`src/rtl/axis_ins_pkg.sv`:
```
// Shared types and helpers for the AXI-Stream header inserter.
//   state_t      : packet FSM states
//   popcnt       : number of set keep bits
//   mask_msb     : keep mask with cnt ones packed against the MSB of an nb-lane bus
//   keep_*_ok    : keep-legality predicates for header / full / last beats
// Helpers work on a MAX_BYTES-wide vector so one package serves any bus width;
// callers zero-extend on the way in and truncate on the way out.
package axis_ins_pkg;

  localparam int MAX_BYTES = 64;

  typedef enum logic [1:0] {IDLE, STREAM, FLUSH} state_t;
  typedef logic [MAX_BYTES-1:0] kvec_t;

  function automatic logic [7:0] popcnt(input kvec_t k);
    logic [7:0] c;
    c = '0;
    for (int i = 0; i < MAX_BYTES; i++) c = c + {7'd0, k[i]};
    return c;
  endfunction

  function automatic kvec_t mask_msb(input int unsigned cnt, input int unsigned nb);
    kvec_t m;
    m = '0;
    for (int unsigned i = 0; i < MAX_BYTES; i++) m[i] = (i < nb) && (i + cnt >= nb);
    return m;
  endfunction

  // Header keep: contiguous ones from bit 0 (all-zero allowed).
  function automatic logic keep_hdr_ok(input kvec_t k);
    return (k & (k + kvec_t'(1))) == '0;
  endfunction

  function automatic logic keep_full_ok(input kvec_t k, input int unsigned nb);
    return k == mask_msb(nb, nb);
  endfunction

  // Last data keep: non-zero, contiguous ones from the MSB.
  function automatic logic keep_last_ok(input kvec_t k, input int unsigned nb);
    return (k != '0) && (k == mask_msb(32'(popcnt(k)), nb));
  endfunction

endpackage

```
`src/rtl/axis_byte_packer.sv`:
```
// Combinational merge of the left-aligned residual with an incoming beat.
//   i_res_data/i_res_cnt   : residual bytes, oldest in the MSB lane
//   i_beat_data/i_beat_keep: incoming beat, MSB-first
//   o_hi                   : first DATA_WD bits of the merged stream
//   o_lo                   : remainder, already left-aligned for reuse as residual
//   o_cnt                  : total valid bytes (0..2*DATA_BYTE_WD)
// Beat lanes are masked by popcount so the residual never carries stale bytes.
module axis_byte_packer
  import axis_ins_pkg::*;
#(
  parameter int DATA_WD      = 32,
  parameter int DATA_BYTE_WD = DATA_WD / 8,
  parameter int CNT_WD       = $clog2(DATA_BYTE_WD + 1)
) (
  input  logic [DATA_WD-1:0]      i_res_data,
  input  logic [CNT_WD-1:0]       i_res_cnt,
  input  logic [DATA_WD-1:0]      i_beat_data,
  input  logic [DATA_BYTE_WD-1:0] i_beat_keep,
  output logic [DATA_WD-1:0]      o_hi,
  output logic [DATA_WD-1:0]      o_lo,
  output logic [CNT_WD:0]         o_cnt
);

  logic [DATA_BYTE_WD-1:0] w_bmask;
  logic [DATA_WD-1:0]      w_beat_m;
  logic [2*DATA_WD-1:0]    w_cat;

  assign w_bmask = DATA_BYTE_WD'(mask_msb(32'(popcnt(kvec_t'(i_beat_keep))), DATA_BYTE_WD));

  for (genvar g = 0; g < DATA_BYTE_WD; g++) begin : g_lane
    assign w_beat_m[8*g +: 8] = i_beat_data[8*g +: 8] & {8{w_bmask[g]}};
  end

  // Beat slides right past the residual bytes already occupying the top lanes.
  assign w_cat = {i_res_data, {DATA_WD{1'b0}}}
               | ({w_beat_m, {DATA_WD{1'b0}}} >> {i_res_cnt, 3'b000});

  assign o_hi  = w_cat[2*DATA_WD-1:DATA_WD];
  assign o_lo  = w_cat[DATA_WD-1:0];
  assign o_cnt = {1'b0, i_res_cnt} + (CNT_WD+1)'(popcnt(kvec_t'(i_beat_keep)));

endmodule

```
`src/rtl/axis_header_inserter_gen.sv`:
```
// AXI-Stream header inserter: prepends a 0..DATA_BYTE_WD byte header (s00) to a
// packet (s01) and re-packs so every output beat is full except the last.
//   clk, rst_n        : clock, async active-low reset
//   cfg_bypass        : sampled with the header; drops the header bytes
//   s00_axis_*        : header, valid bytes in the low lanes
//   s01_axis_*        : packet data, MSB lane first on the wire
//   m_axis_*          : registered output stream, MSB-first
//   err_keep          : sticky illegal-keep flag
//   busy              : packet in progress
module axis_header_inserter_gen
  import axis_ins_pkg::*;
#(
  parameter  int DATA_WD      = 32,
  localparam int DATA_BYTE_WD = DATA_WD / 8,
  localparam int CNT_WD       = $clog2(DATA_BYTE_WD + 1)
) (
  input  logic                    clk,
  input  logic                    rst_n,
  input  logic                    cfg_bypass,
  input  logic                    s00_axis_tvalid,
  input  logic [DATA_WD-1:0]      s00_axis_tdata,
  input  logic [DATA_BYTE_WD-1:0] s00_axis_tkeep,
  output logic                    s00_axis_tready,
  input  logic                    s01_axis_tvalid,
  input  logic [DATA_WD-1:0]      s01_axis_tdata,
  input  logic [DATA_BYTE_WD-1:0] s01_axis_tkeep,
  input  logic                    s01_axis_tlast,
  output logic                    s01_axis_tready,
  input  logic                    m_axis_tready,
  output logic                    m_axis_tvalid,
  output logic [DATA_WD-1:0]      m_axis_tdata,
  output logic [DATA_BYTE_WD-1:0] m_axis_tkeep,
  output logic                    m_axis_tlast,
  output logic                    err_keep,
  output logic                    busy
);

  localparam logic [CNT_WD:0] NB_C = (CNT_WD+1)'(DATA_BYTE_WD);

  state_t                  r_state;
  logic                    r_hdr_rdy;
  logic [DATA_WD-1:0]      r_res_data;
  logic [CNT_WD-1:0]       r_res_cnt;
  logic                    r_m_tvalid;
  logic [DATA_WD-1:0]      r_m_tdata;
  logic [DATA_BYTE_WD-1:0] r_m_tkeep;
  logic                    r_m_tlast;
  logic                    r_err;

  logic                    w_out_free, w_dat_rdy, w_hdr_hs, w_dat_hs;
  logic [CNT_WD-1:0]       w_h, w_rem;
  logic [31:0]             w_hshift;
  logic [DATA_WD-1:0]      w_hdr_al, w_hi, w_lo;
  logic [CNT_WD:0]         w_cnt;
  logic                    w_full, w_dkeep_ok, w_hkeep_ok;
  logic [DATA_BYTE_WD-1:0] w_keep_c, w_keep_r;

  axis_byte_packer #(
    .DATA_WD(DATA_WD), .DATA_BYTE_WD(DATA_BYTE_WD), .CNT_WD(CNT_WD)
  ) u_packer (
    .i_res_data (r_res_data),
    .i_res_cnt  (r_res_cnt),
    .i_beat_data(s01_axis_tdata),
    .i_beat_keep(s01_axis_tkeep),
    .o_hi       (w_hi),
    .o_lo       (w_lo),
    .o_cnt      (w_cnt)
  );

  // Output slot can take a new beat this cycle.
  assign w_out_free = !r_m_tvalid || m_axis_tready;
  assign w_dat_rdy  = (r_state == STREAM) && w_out_free;
  assign w_hdr_hs   = s00_axis_tvalid && r_hdr_rdy;
  assign w_dat_hs   = s01_axis_tvalid && w_dat_rdy;

  // Header bytes move from the low lanes to the top lanes; H=0 shifts everything out.
  assign w_h      = cfg_bypass ? '0 : CNT_WD'(popcnt(kvec_t'(s00_axis_tkeep)));
  assign w_hshift = (32'(DATA_BYTE_WD) - 32'(w_h)) * 32'd8;
  assign w_hdr_al = s00_axis_tdata << w_hshift;

  assign w_full   = w_cnt >= NB_C;
  assign w_rem    = CNT_WD'(w_cnt - NB_C);
  assign w_keep_c = DATA_BYTE_WD'(mask_msb(32'(w_cnt), DATA_BYTE_WD));
  assign w_keep_r = DATA_BYTE_WD'(mask_msb(32'(r_res_cnt), DATA_BYTE_WD));

  assign w_hkeep_ok = keep_hdr_ok(kvec_t'(s00_axis_tkeep));
  assign w_dkeep_ok = s01_axis_tlast ? keep_last_ok(kvec_t'(s01_axis_tkeep), DATA_BYTE_WD)
                                     : keep_full_ok(kvec_t'(s01_axis_tkeep), DATA_BYTE_WD);

  always_ff @(posedge clk or negedge rst_n) begin
    if (!rst_n) begin
      r_state    <= IDLE;
      r_hdr_rdy  <= 1'b0;
      r_res_data <= '0;
      r_res_cnt  <= '0;
      r_m_tvalid <= 1'b0;
      r_m_tdata  <= '0;
      r_m_tkeep  <= '0;
      r_m_tlast  <= 1'b0;
      r_err      <= 1'b0;
    end else begin
      if (w_out_free) r_m_tvalid <= 1'b0;
      if ((w_hdr_hs && !w_hkeep_ok) || (w_dat_hs && !w_dkeep_ok)) r_err <= 1'b1;

      case (r_state)
        IDLE: begin
          // Ready rises one cycle after reset release.
          if (!r_hdr_rdy) begin
            r_hdr_rdy <= 1'b1;
          end else if (s00_axis_tvalid) begin
            r_res_data <= w_hdr_al;
            r_res_cnt  <= w_h;
            r_hdr_rdy  <= 1'b0;
            r_state    <= STREAM;
          end
        end

        STREAM: begin
          if (w_dat_hs) begin
            if (w_full) begin
              r_m_tvalid <= 1'b1;
              r_m_tdata  <= w_hi;
              r_m_tkeep  <= '1;
              r_m_tlast  <= 1'b0;
              r_res_data <= w_lo;
              r_res_cnt  <= w_rem;
              if (s01_axis_tlast) begin
                if (w_rem == '0) begin
                  r_m_tlast <= 1'b1;
                  r_state   <= IDLE;
                  r_hdr_rdy <= 1'b1;
                end else begin
                  r_state   <= FLUSH;
                end
              end
            end else if (s01_axis_tlast) begin
              r_m_tvalid <= 1'b1;
              r_m_tdata  <= w_hi;
              r_m_tkeep  <= w_keep_c;
              r_m_tlast  <= 1'b1;
              r_res_data <= '0;
              r_res_cnt  <= '0;
              r_state    <= IDLE;
              r_hdr_rdy  <= 1'b1;
            end else begin
              // Short non-last beat (illegal keep): keep accumulating, framing follows tlast.
              r_res_data <= w_hi;
              r_res_cnt  <= CNT_WD'(w_cnt);
            end
          end
        end

        FLUSH: begin
          if (w_out_free) begin
            r_m_tvalid <= 1'b1;
            r_m_tdata  <= r_res_data;
            r_m_tkeep  <= w_keep_r;
            r_m_tlast  <= 1'b1;
            r_res_data <= '0;
            r_res_cnt  <= '0;
            r_state    <= IDLE;
            r_hdr_rdy  <= 1'b1;
          end
        end

        default: r_state <= IDLE;
      endcase
    end
  end

  assign s00_axis_tready = r_hdr_rdy;
  assign s01_axis_tready = w_dat_rdy;
  assign m_axis_tvalid   = r_m_tvalid;
  assign m_axis_tdata    = r_m_tdata;
  assign m_axis_tkeep    = r_m_tkeep;
  assign m_axis_tlast    = r_m_tlast;
  assign err_keep        = r_err;
  assign busy            = (r_state != IDLE);

endmodule

```
`config.mk`:
```
export PLATFORM = sky130hd
export DESIGN_NAME = axis_header_inserter_gen
export DESIGN_NICKNAME = d
export VERILOG_FILES = /design/src/rtl/axis_ins_pkg.sv /design/src/rtl/axis_byte_packer.sv /design/src/rtl/axis_header_inserter_gen.sv
export SDC_FILE = /design/constraint.sdc
export NUM_CORES = 1
export LEC_CHECK = 0
export CAP_MARGIN = 20
export CELL_PAD_IN_SITES_DETAIL_PLACEMENT = 2
export CELL_PAD_IN_SITES_GLOBAL_PLACEMENT = 2
export CORE_MARGIN = 2
export CORE_UTILIZATION = 33
export DETAILED_ROUTE_END_ITERATION = 10
export HOLD_SLACK_MARGIN = 0.12
export PLACE_DENSITY_LB_ADDON = 0.1
export SLEW_MARGIN = 20
export SYNTH_ARGS = -nofsm -noshare
export SYNTH_HDL_FRONTEND = slang
export SYNTH_SLANG_ARGS = --single-unit
```
`constraint.sdc`:
```
create_clock -name clk -period 4.76 [get_ports clk]
set_input_delay 0.952 -clock clk [delete_from_list [all_inputs] [get_ports clk]]
set_output_delay 0.952 -clock clk [all_outputs]
set_load 0.02 [all_outputs]
```
== Yosys cells after proc, flatten, opt, wreduce, memory -nomap -nowiden ==
Cells that the tools add are included.
Cells by class
  add/subtract/negate cells: 19
  order comparisons: 13
  equality and inequality tests: 11
  shift-type cells: 2
  mux-type cells: 55
  bitwise logic cells: 6
  reduce and logical (&&, ||, !) cells: 22
Operators with widths (count)
  32-bit two-way mux: 10
  32-bit one-hot mux with 3 select lines: 1
  32-bit by 3-bit >= comparator with 1-bit output, second input constant: 2
  64-bit zero test: 1
  64-bit bitwise OR: 1
  32-bit one-hot mux with 2 select lines: 1
  64-bit by 6-bit >> shifter with 64-bit output: 1
  8-bit bitwise AND: 4
  32-bit by 32-bit << shifter with 32-bit output: 1
  3-bit two-way mux: 7
  4-bit by 3-bit >= comparator with 1-bit output, second input constant: 5
  2-bit by 8-bit adder with 9-bit output, first input constant: 2
  1-bit two-way mux: 18
  8-bit by 1-bit adder with 8-bit output: 2
  2-bit two-way mux: 8
  4-bit two-way mux: 4
  5-bit by 3-bit >= comparator with 1-bit output, second input constant: 3
  5-bit AND reduction: 3
  2-bit by 4-bit adder with 5-bit output, first input constant: 2
  2-bit != test, second input constant: 5
  1-bit by 8-bit adder with 9-bit output, first input constant: 1
  9-bit by 3-bit >= comparator with 1-bit output, second input constant: 1
  3-bit one-hot mux with 3 select lines: 1
  2-bit by 3-bit adder with 4-bit output, first input constant: 2
  31 further kinds: 42
Word-level totals
  register bits after elaboration: 77
  input bits: 79
  output and inout bits: 42
  word-level logic and storage cells: 137

== Depth between registers and ports, before layout ==
  depth after elaboration: 12
  mapped depth: 15
  gate-level depth less buffers: 13

== Cells and area by module ==
Synthesis repeated with hierarchy kept, for this count alone.
Second synthesis, totals
  cell total of the unflattened synthesis: 805
  area total of the unflattened synthesis: 6882.9 µm²
Modules (own cells, without submodules)
  axis_header_inserter_gen: instances 1, cells an instance 572, area each 5312.6 µm², sequential area each 1926.8 µm²
  axis_byte_packer: instances 1, cells an instance 233, area each 1570.3 µm², sequential area each 0.0 µm²

== Worst setup path after synthesis ==
No wires, ideal clock.
  path kind: input -> register
  from: input s01_axis_tkeep[1]
  to: register r_m_tdata[0], in the netlist m_axis_tdata[0]
  setup time: 0.137 ns
  arrival time: 3.896 ns
  data required time: 4.623 ns
  slack: 0.728 ns
  stages: 13
  path buffers: 1
  cell sequence: inv_1 ha_1 inv_1 fa_1 ha_1 fa_1 or4_1 o41a_2 a31oi_2 nor2_2 clkbuf_1 nor2_1 a21oi_1
Between the ends
  cells in the longest elaborated chain, start to end: 12
  elaborated cells between the ends (all ways): 24
  those cells by class: add/sub (7); order compare (5); eq/ne (1); shift (1); mux (4); bitwise (5); reduce/logical (1)
Ends and longest elaborated chain
  start, declared: RTL line axis_header_inserter_gen.sv:26  | input logic [DATA_BYTE_WD-1:0] s01_axis_tkeep,
  1-bit by 1-bit adder with 2-bit output *: RTL line axis_ins_pkg.sv:18  | for (int i = 0; i < MAX_BYTES; i++) c = c + {7'd0, k[i]};
  8-bit by 1-bit adder with 8-bit output * (2 in a row): RTL line axis_ins_pkg.sv:18
  1-bit by 8-bit adder with 9-bit output / 2-bit by 8-bit adder with 9-bit output (equally long branches)
  32-bit by 3-bit >= comparator with 1-bit output / 9-bit by 3-bit >= comparator with 1-bit output (equally long branches)
  8-bit bitwise AND: RTL line axis_byte_packer.sv:31  | assign w_beat_m[8*g +: 8] = i_beat_data[8*g +: 8] & {8{w_bmask[g]}};
  64-bit by 6-bit >> shifter with 64-bit output: RTL line axis_byte_packer.sv:36  | | ({w_beat_m, {DATA_WD{1'b0}}} >> {i_res_cnt, 3'b000});
  64-bit bitwise OR: RTL line axis_byte_packer.sv:36
  32-bit two-way mux: RTL line axis_header_inserter_gen.sv:136  | end else if (s01_axis_tlast) begin
  32-bit two-way mux: RTL line axis_header_inserter_gen.sv:120  | if (w_full) begin
  32-bit two-way mux: RTL line axis_header_inserter_gen.sv:119  | if (w_dat_hs) begin
  32-bit one-hot mux with 2 select lines: RTL line axis_header_inserter_gen.sv:105  | case (r_state)
  end signal, assigned: RTL line axis_header_inserter_gen.sv:122  | r_m_tdata <= w_hi;
  end signal, assigned: RTL line axis_header_inserter_gen.sv:138  | r_m_tdata <= w_hi;
  end signal, assigned: RTL line axis_header_inserter_gen.sv:156  | r_m_tdata <= r_res_data;
  end, declared: RTL line axis_header_inserter_gen.sv:45  | logic [DATA_WD-1:0] r_m_tdata;
Every way passes the cells marked *; elsewhere a longest branch is shown, timed or not. The select of a mux whose other input is x is not followed.
A chain may end at the register's enable or synchronous reset.

== Worst setup path in the final report ==
  from: input s01_axis_tkeep[1]
  to: register r_res_data[23]
Between the ends
  cells in the longest elaborated chain, start to end: 12
  elaborated cells between the ends (all ways): 22
  those cells by class: add/sub (7); order compare (5); shift (1); mux (4); bitwise (5)
Ends and longest elaborated chain
  1-bit by 1-bit adder with 2-bit output *: RTL line axis_ins_pkg.sv:18
  8-bit by 1-bit adder with 8-bit output * (2 in a row): RTL line axis_ins_pkg.sv:18
  1-bit by 8-bit adder with 9-bit output / 2-bit by 8-bit adder with 9-bit output (equally long branches)
  32-bit by 3-bit >= comparator with 1-bit output / 9-bit by 3-bit >= comparator with 1-bit output (equally long branches)
  8-bit bitwise AND: RTL line axis_byte_packer.sv:31
  64-bit by 6-bit >> shifter with 64-bit output: RTL line axis_byte_packer.sv:36
  64-bit bitwise OR: RTL line axis_byte_packer.sv:36
  32-bit two-way mux: RTL line axis_header_inserter_gen.sv:136
  32-bit two-way mux *: RTL line axis_header_inserter_gen.sv:120
  32-bit two-way mux *: RTL line axis_header_inserter_gen.sv:119
  32-bit one-hot mux with 3 select lines *: RTL line axis_header_inserter_gen.sv:105
  end signal, assigned: RTL line axis_header_inserter_gen.sv:111  | r_res_data <= w_hdr_al;
  end signal, assigned: RTL line axis_header_inserter_gen.sv:125  | r_res_data <= w_lo;
  end signal, assigned: RTL line axis_header_inserter_gen.sv:147  | r_res_data <= w_hi;
  end, declared: RTL line axis_header_inserter_gen.sv:42  | logic [DATA_WD-1:0] r_res_data;
Marked as above.

==> metrics <==
Final Setup Violations 0; Worst R2R Setup Slack around 1700 ps; type of the tightest min-delay check flop to flop; Via density slightly above 6; starting DRC count in detailed routing 399; first-pass GRT wire length 43600 um; global placer's final weighted congestion about 0.93; EDFF count, synth 0; Distinct cells, synth 80; period utilisation layout a little over nine tenths; Root Driver clkbuf_16; number of port buffers 120; die height roughly 140 um; GR Overflow Total 0; initial core utilization 33.7%; worst-margin pin slew 980 ps; Pre-antenna DRT Iters 7; Final TNS setup 0 ps; DR WL/cell between 20 and 30 um; TritonCTS buffer count 9; ys flop type dfrtp_1; clock buffer depth 2; worst hold start m_axis_tkeep[0]; Worst Skew 10.6 ps; H-tree depth 3; hold buffer count at CTS 0; Register-to-Register Path Depth 7; Mean Syn Cell Area slightly above 8 um2; Worst Setup End Kind flop; Worst R2R Start r_res_cnt[2]; CTS tree built; CP Class input port to flop; Post-Syn Instances ~740; number of synthesized register bits slightly below 80; PwrDens between 600 and 700 nW/um2; FP Rows between 40 and 50; status complete, no violations; clock transition at the registers of the reported paths approximately 60 ps; Worst-Skew Late Latency between 300 and 400 ps; die width about 140 um; diodes inserted 0; initial antenna violation count 1; Fmax achieved about 0.22 GHz; I/O pin count 121; CTS sink cnt 77; Yosys top cell by area dfrtp_1; Layout fillers 1995; Hold Path Cell Cnt 1; Final Power 5.23 mW; post-synth top area share 31.7%; endpoints failing hold 0; Slew Limit Headroom approximately a third; Via Count approximately 7000; RSZ-0062 raised after global routing no; GRT Util Overall between 20% and 30%; Seq/Total Area, Yosys roughly a third; CP max FO 8; final net count between 900 and 1000; minimum clock period approximately 4500 ps; Mapped Area around 6000 um2; VDD IR max 0.293 mV; share of post-route cells with drive strength above 1 10.2%; Core Footprint ~18000 um2; worst min-delay path endpoint m_axis_tkeep[0]; Worst Hold Slack a little over 500 ps; Worst EP arrival about 4700 ps; syn nets around 840; largest net degree at the start of global routing 78; post-CTS setup buffers 0; DP HPWL between 20000 and 25000 um; DRC viols 0; Die ar. approximately 20000 um2; leakage around 3.2 nW; ranking of synthesized cells by area dfrtp_1, a21oi_1, nor2_1, nand2_1, ha_1; ANT nets after route 0; R2R Path End r_res_data[23]; DP Area ~7700 um2; Syn. warnings 0; Async S/R FF share, synth 100%; CP Launch Type input port; post-cts resize count 0; drt total wl about 28000 um; WP data required between 4000 and 5000 ps; Final Max Slew Viols 0; post-route design area about 8000 um2; vias in the first global route between 7000 and 8000; # Max-Cap Violations 0; Syn-to-layout area delta 32.0%
## flip-flops by register name, summed over array words and instances (netlist names)
name,flops
r_res_data,32
err_keep,1
s00_axis_tready,1
r_state,2
m_axis_tkeep,4
m_axis_tvalid,1
m_axis_tlast,1
r_res_cnt,3
m_axis_tdata,32
## how the worst max path moves through the flow
stage	start	end	slack [ps]	depth (start not counted)
2_1_floorplan	s01_axis_tkeep[1]	m_axis_tdata[0]	730	13
3_3_place_gp	s01_axis_tkeep[1]	r_res_data[23]	40	14
3_5_place_dp	s01_axis_tkeep[1]	r_res_data[29]	-100	14
4_1_cts	s01_axis_tkeep[1]	r_res_data[29]	200	15
5_1_grt	s01_axis_tkeep[1]	r_res_data[23]	80	14
6_report	s01_axis_tkeep[1]	r_res_data[23]	250	14
## critical path: stages
cell and delay, ps:
clkdlybuf4s50_1 480, inv_1 70, ha_1 270, inv_1 40, fa_1 510, inv_1 80, ha_1 210, fa_2 380
or3_1 400, o21ai_1 140, nor3_1 110, buf_4 190, a222oi_1 660, o22ai_1 170
## where the power goes
part / switching [mW] / internal [mW]
registers: 0.189 / 0.947
clock network: 0.326 / 0.522
logic: 2.00 / 1.24
## cell usage in the layout, fill, tap and decap left out, types with 4 or more instances in the layout
master,n
a221o_1,7
a211oi_1,8
a221oi_1,6
clkbuf_16,9
a21boi_0,8
a41oi_1,8
dfrtp_1,77
nor3_1,12
o21ai_0,38
nor2_1,77
a2bb2oi_1,8
mux2i_1,19
nand3_1,8
o22ai_1,17
nor2b_1,7
inv_1,24
o21ai_1,5
nand2_1,64
a21oi_1,102
o211ai_1,4
a222oi_1,8
buf_4,44
ha_1,18
a22o_1,8
a22oi_1,25
o22a_1,8
clkdlybuf4s50_1,119
o31a_1,8
a21o_1,6
o32ai_2,4
a31oi_1,17
nor4_1,13
## through the flow
stage	setup slack, ps	utilization, %	cells
after floorplan	728	-	744
after global placement	39.6	42.5	1086
after detailed placement	-103	42.5	1086
after CTS	203	44.5	1102
after global routing	84.8	44.6	1102
final	251	44.6	1102
## final cells by class
| cell class | count | area, um2 | area share (%) |
|---|---|---|---|
| multi-input combinational | 590 | 3820 | 47.5 |
| sequential | 77 | 1930 | 24.0 |
| timing repair buffer | 165 | 1550 | 19.3 |
| tap | 229 | 287 | 3.57 |
| clock buffer | 9 | 225 | 2.80 |
| clock inverter | 7 | 128 | 1.59 |
| inverter | 25 | 93.8 | 1.17 |
## synth_stat cells, types with 4 or more instances
master     number
a2bb2oi_1       8
a41oi_1         8
a221oi_1        6
o32ai_2         4
a21oi_1       102
nor2b_1         7
a211oi_1        9
buf_2          15
nor2_1         77
a22oi_1        25
mux2i_1        19
a21boi_0        8
ha_1           18
a21o_1          6
nand3_1         8
nand2_1        64
dfrtp_1        77
o22a_1          8
a22o_1          8
o31a_1          8
o21ai_0        39
clkbuf_1       26
buf_1           4
a222oi_1        8
inv_1          24
o21ai_1         4
o211ai_1        4
a31oi_1        17
nor4_1         14
a221o_1         7
buf_6           6
o22ai_1        17
nor3_1         12
## per-layer routing
| metal | up-vias | GRT usage, % | part of all wire (%) |
|---|---|---|---|
| li1 | 3084 | - | - |
| met1 | 3470 | 38.8 | 45 |
| met2 | 232 | 47.7 | 47 |
| met3 | 37 | 5.40 | 6.2 |
| met4 | 2 | 6.95 | 1.5 |
| met5 | - | 0 | 0.046 |
## logic make-up (layout without fill, tap and decap cells)
logic type                 Yosys count  after routing  synth area share [%]
AOI/OAI and AO/OA                  328            328                  36.9
xor gates and xnor gates             2              2                 0.288
adders and majority gates           22             22                  4.86
buffers and inverters               77            206                  5.86
DFF                                 77             77                  31.7
muxes                               21             21                  3.50
and+or+nand+nor                    217            217                  17.0
Note: power is estimated with default switching activity, not from simulation.
